## src/rtl/seq_logic_pkg.sv

```systemverilog
// seq_logic_pkg: op codes and FSM state encoding shared by the sequential logic unit
package seq_logic_pkg;
  typedef enum logic [2:0] {OP_AND, OP_OR, OP_XOR, OP_XNOR, OP_NAND, OP_NOR, OP_NOTA, OP_PASSA} op_e;
  typedef enum logic [1:0] {ST_IDLE, ST_EXEC, ST_DONE} state_e;
endpackage

```

## src/rtl/logic_slice.sv

```systemverilog
// logic_slice: combinational bitwise op y = f(op, a, b) over one SLICE-bit slice
module logic_slice import seq_logic_pkg::*; #(
  parameter int SLICE = 4
) (
  input  op_e              op,
  input  logic [SLICE-1:0] a,
  input  logic [SLICE-1:0] b,
  output logic [SLICE-1:0] y
);
  always_comb
    y = op == OP_AND  ? a & b :
        op == OP_OR   ? a | b :
        op == OP_XOR  ? a ^ b :
        op == OP_XNOR ? ~(a ^ b) :
        op == OP_NAND ? ~(a & b) :
        op == OP_NOR  ? ~(a | b) :
        op == OP_NOTA ? ~a : a;
endmodule

```

## src/rtl/seq_logic_unit.sv

```systemverilog
// seq_logic_unit: multicycle bitwise logic unit, one SLICE per clock LSB-first, start/busy/done handshake
module seq_logic_unit import seq_logic_pkg::*; #(
  parameter int WIDTH = 32,
  parameter int SLICE = 4
) (
  input  logic             clk,
  input  logic             reset,
  input  logic             start,
  input  logic [2:0]       op,
  input  logic [WIDTH-1:0] a,
  input  logic [WIDTH-1:0] b,
  output logic             busy,
  output logic             done,
  output logic [WIDTH-1:0] result,
  output logic             zero
);
  localparam int NSLICE = WIDTH / SLICE;
  localparam int CW = NSLICE > 1 ? $clog2(NSLICE) : 1;
  state_e state, state_n;
  op_e op_q;
  logic [WIDTH-1:0] a_q, b_q, res_n;
  logic [SLICE-1:0] y;
  logic [CW-1:0] cnt;
  logic last;
  assign last = cnt == CW'(NSLICE - 1);
  assign busy = state != ST_IDLE;
  assign done = state == ST_DONE;
  logic_slice #(.SLICE(SLICE)) u_slice (
    .op(op_q),
    .a(a_q[cnt*SLICE +: SLICE]),
    .b(b_q[cnt*SLICE +: SLICE]),
    .y(y)
  );
  always_comb begin
    res_n = result;
    res_n[cnt*SLICE +: SLICE] = y;
    state_n = state;
    case (state)
      ST_IDLE: if (start) state_n = ST_EXEC;
      ST_EXEC: if (last) state_n = ST_DONE;
      default: state_n = ST_IDLE;
    endcase
  end
  always_ff @(posedge clk)
    if (reset) state <= ST_IDLE;
    else state <= state_n;
  always_ff @(posedge clk)
    if (reset) begin
      cnt <= '0;
      result <= '0;
      zero <= 1'b0;
      a_q <= '0;
      b_q <= '0;
      op_q <= OP_AND;
    end else if (state == ST_IDLE && start) begin
      a_q <= a;
      b_q <= b;
      op_q <= op_e'(op);
      result <= '0;
      cnt <= '0;
    end else if (state == ST_EXEC) begin
      result <= res_n;
      cnt <= last ? '0 : cnt + 1'b1;
      if (last) zero <= res_n == '0;
    end
endmodule
```

## config.mk

```make
export PLATFORM = sky130hd
export DESIGN_NAME = seq_logic_unit
export DESIGN_NICKNAME = d
export VERILOG_FILES = /design/src/rtl/seq_logic_pkg.sv /design/src/rtl/logic_slice.sv /design/src/rtl/seq_logic_unit.sv
export SDC_FILE = /design/constraint.sdc
export NUM_CORES = 1
export LEC_CHECK = 0
export BUFFER_PORTS_ARGS = -buffer_cell sky130_fd_sc_hd__clkbuf_2
export CORE_MARGIN = 2
export CORE_UTILIZATION = 50
export CTS_BUF_LIST = sky130_fd_sc_hd__clkbuf_4 sky130_fd_sc_hd__clkbuf_8
export CTS_CLUSTER_DIAMETER = 120
export DETAILED_ROUTE_END_ITERATION = 16
export PLACE_DENSITY = 0.73
export SLEW_MARGIN = 0
export SYNTH_ARGS = -nofsm -noshare
export SYNTH_HDL_FRONTEND = slang
export SYNTH_SLANG_ARGS = --single-unit
```

## constraint.sdc

```tcl
create_clock -name clk -period 4 [get_ports clk]
set_input_delay 0.2 -clock clk [delete_from_list [all_inputs] [get_ports clk]]
set_output_delay 0.2 -clock clk [all_outputs]
set_load 0.1 [all_outputs]
```

==> results.ini <==
[synth]
synth_top_family_by_area = simple AND/OR/NAND/NOR gates
postSynthCellCount = 679
synth_xor_area_share_pct = 0
yosys_register_bits = 105
synth_top_cell_area_share_pct = 38.9
synth_edf_count = 0
synth_fa_ha_area_share_pct = 3.47
netlist_top_cells_area = dfxtp_1, nand2_1, a21oi_1
yosysTopAreaCell = dfxtp_1
synth_compound_area_share_pct = 18.8
synth-simple-area-share_pct = 24.3
synth_seq_area_share_pct = 38.9
syn_area_per_cell_um2 = 7.95
syn-num-nets = 764
async_flop_share_pct = 0
yosysWarnings = 0
synthDistinctLibCells = 61
synthesis.area_um2 = 5400
synthMuxAreaShare_pct = 9.52
synth_flop_cell = dfxtp_1

[layout]
fin_area_um2 = 6140
layout_commonest_cell = nand2_1
syn2layout_area_growth_pct = 13.7
antenna_cells = 0
nNetsFinal = 839
layout-drive-gt1-share_pct = 21.1
layout_common_cells = nand2_1, dfxtp_1, clkbuf_2, a21oi_1, nor2_1
postLayoutCoreUtil_pct = 58.9

[clock_tree]
path_clk_slew_ns = 0.11
cts.htree.levels = 3
cts.sinks = 105
clk_path_buf_depth = 2
cts_tree = built
clk_latency_ns = 0.38
clockRootBuffer = clkbuf_8
numCtsBuffers = 9

[timing]
fin_worst_skew_ns = 0.0126
worst_pin_slew_ns = 1.15
clock.fmax_mhz = 290
slew_violations = 0
slew_headroom_pct = 23.4
min_period_ns = 3.45
tns_ns = 0
hold_viol = 0
rsz0062_at_grt = no
setup_slack_ns = 0.547
fin_crit_sh_pct = 86.3
final-setup-viol-count = 0

[grt]
met1_usage_pct = 33.5
gr-max-usage-layer = met2
grt_pass1_wl_mm = 22.7
met3_usage_pct = 3.62
use_met2_pct = 39.5
grtUsageTotal_pct = 24.5
overflow = 0
grt_max_degree = 70
first_global_vias = 4798
antenna_found_initial = 0

[run_status]
outcome = completed

[drt]
drt-pass1-iter-count = 5
drt_iter0_drc = 358
routed_wirelength_mm = 13.8
drc = 0
wl_per_cell_um = 15.4
vias = 5090
ant_nets = 0
viasPerCell = 5.69

[pwr]
p_leak_nw = 2.48
power.density_nw_per_um2 = 353
peakVddDrop_mv = 0.204
totalPowerFinal_w = 0.00217

[critical_path]
worstPathArrival_ns = 3.75
critPathRequiredTime_ns = 4.30
worstSetupPathType = register to register
cp-end-kind = register
path_max_fanout = 12
worst_setup_path_start_kind = register

[place]
place_congestion = 0.963
postPlaceCellArea_um2 = 5950
io_buffers = 104
dp_worst_setup_slack_ns = 0.338
dp_hpwl_mm = 10.1

[floorplanning]
placeableCoreArea_um2 = 10400
dieArea_um2 = 11700
num_io_pins = 105
die_h_um = 108
fp-row-count = 37
die_w_um = 108
start_util_pct = 51.9

[flow_run]
drv_cap = 0

[hold_path]
hold_class = input port to register

[synthesized netlist by cell type, types with 11 or more instances]
cell type and n:
mux4_2 11, nor2_1 49, nand2_1 172, dfxtp_1 105, o21ai_0 12, a21oi_1 95
and2_1 11, nor3_1 18, clkbuf_1 33, ha_1 15, nand3_1 15, a211oi_1 16
inv_1 16
[sequential cells by signal, summed over array words and instances, names as in the netlist]
| signal | flops |
|---|---|
| state | 2 |
| zero | 1 |
| cnt | 3 |
| b_q | 32 |
| a_q | 32 |
| result | 32 |
| op_q | 3 |
[power breakdown]
group | total (W) | switching (W) | internal [W] | leakage (nW)
combinational | 0.000395 | 0.000244 | 0.000151 | 1.53
clock | 0.000643 | 0.000395 | 0.000248 | 0.0993
sequential | 0.00113 | 0.0000367 | 0.00109 | 0.858
total | 0.00217 | 0.000676 | 0.00149 | 2.48
[repair_timing]
action                     4_1_cts  5_1_grt
buffers inserted                 0        0
resized for setup                0        1
setup endpoints to repair        0        1
hold buffers                     0        0
[critical path, stage by stage, from the launching register on]
cell	delay [ns]
dfxtp_1	0.42
buf_4	0.28
mux4_1	0.57
nand2_1	0.07
and2_1	0.17
ha_1	0.23
nor3_1	0.06
a21o_1	0.19
a211oi_1	0.23
mux2_2	0.22
o21a_1	0.41
o22a_1	0.22
nand4_1	0.08
o31ai_1	0.23
[cells by family (layout without fill, tap and decap cells)]
group	after synthesis	in the layout
mux	28	28
fa+ha+maj	15	15
compound gates	164	164
buf+inv	65	145
flops	105	105
simple gates	302	302
[path summary, 6_finish.rpt]
path	start	end	slack, ns	cells past startpoint
max	cnt[0]$_SDFFE_PP0P_	zero$_SDFFE_PP0P_	0.55	13
min	b[26]	b_q[26]$_SDFFE_PP0P_	0.02	3
max reg2reg	cnt[0]$_SDFFE_PP0P_	zero$_SDFFE_PP0P_	0.55	13
min reg2reg	b_q[1]$_SDFFE_PP0P_	b_q[1]$_SDFFE_PP0P_	0.46	2
[metrics by stage]
step | hold slack [ns] | cells
CTS | 0.0188 | 895
floorplan | 0.336 | 679
detailed placement | 0.431 | 879
global route | 0.0220 | 895
global placement | 0.424 | 879
finish | 0.0228 | 895
[area by class of cell]
cell class,count,area (µm²)
Fill cell,964,4280
Clock inverter,6,58.8
Sequential cell,105,2100
Timing Repair Buffer,112,581
Multi-Input combinational cell,509,3030
Tap cell,136,170
Inverter,17,63.8
Clock buffer,10,131
[routing by layer]
metal / up-vias / routed length (µm)
met3: 27 / 894
met1: 2389 / 6190
met4: 0 / 285
li1: 2497 / -
met2: 177 / 6430
met5: - / 0
Power figures use the tool's default switching activity.
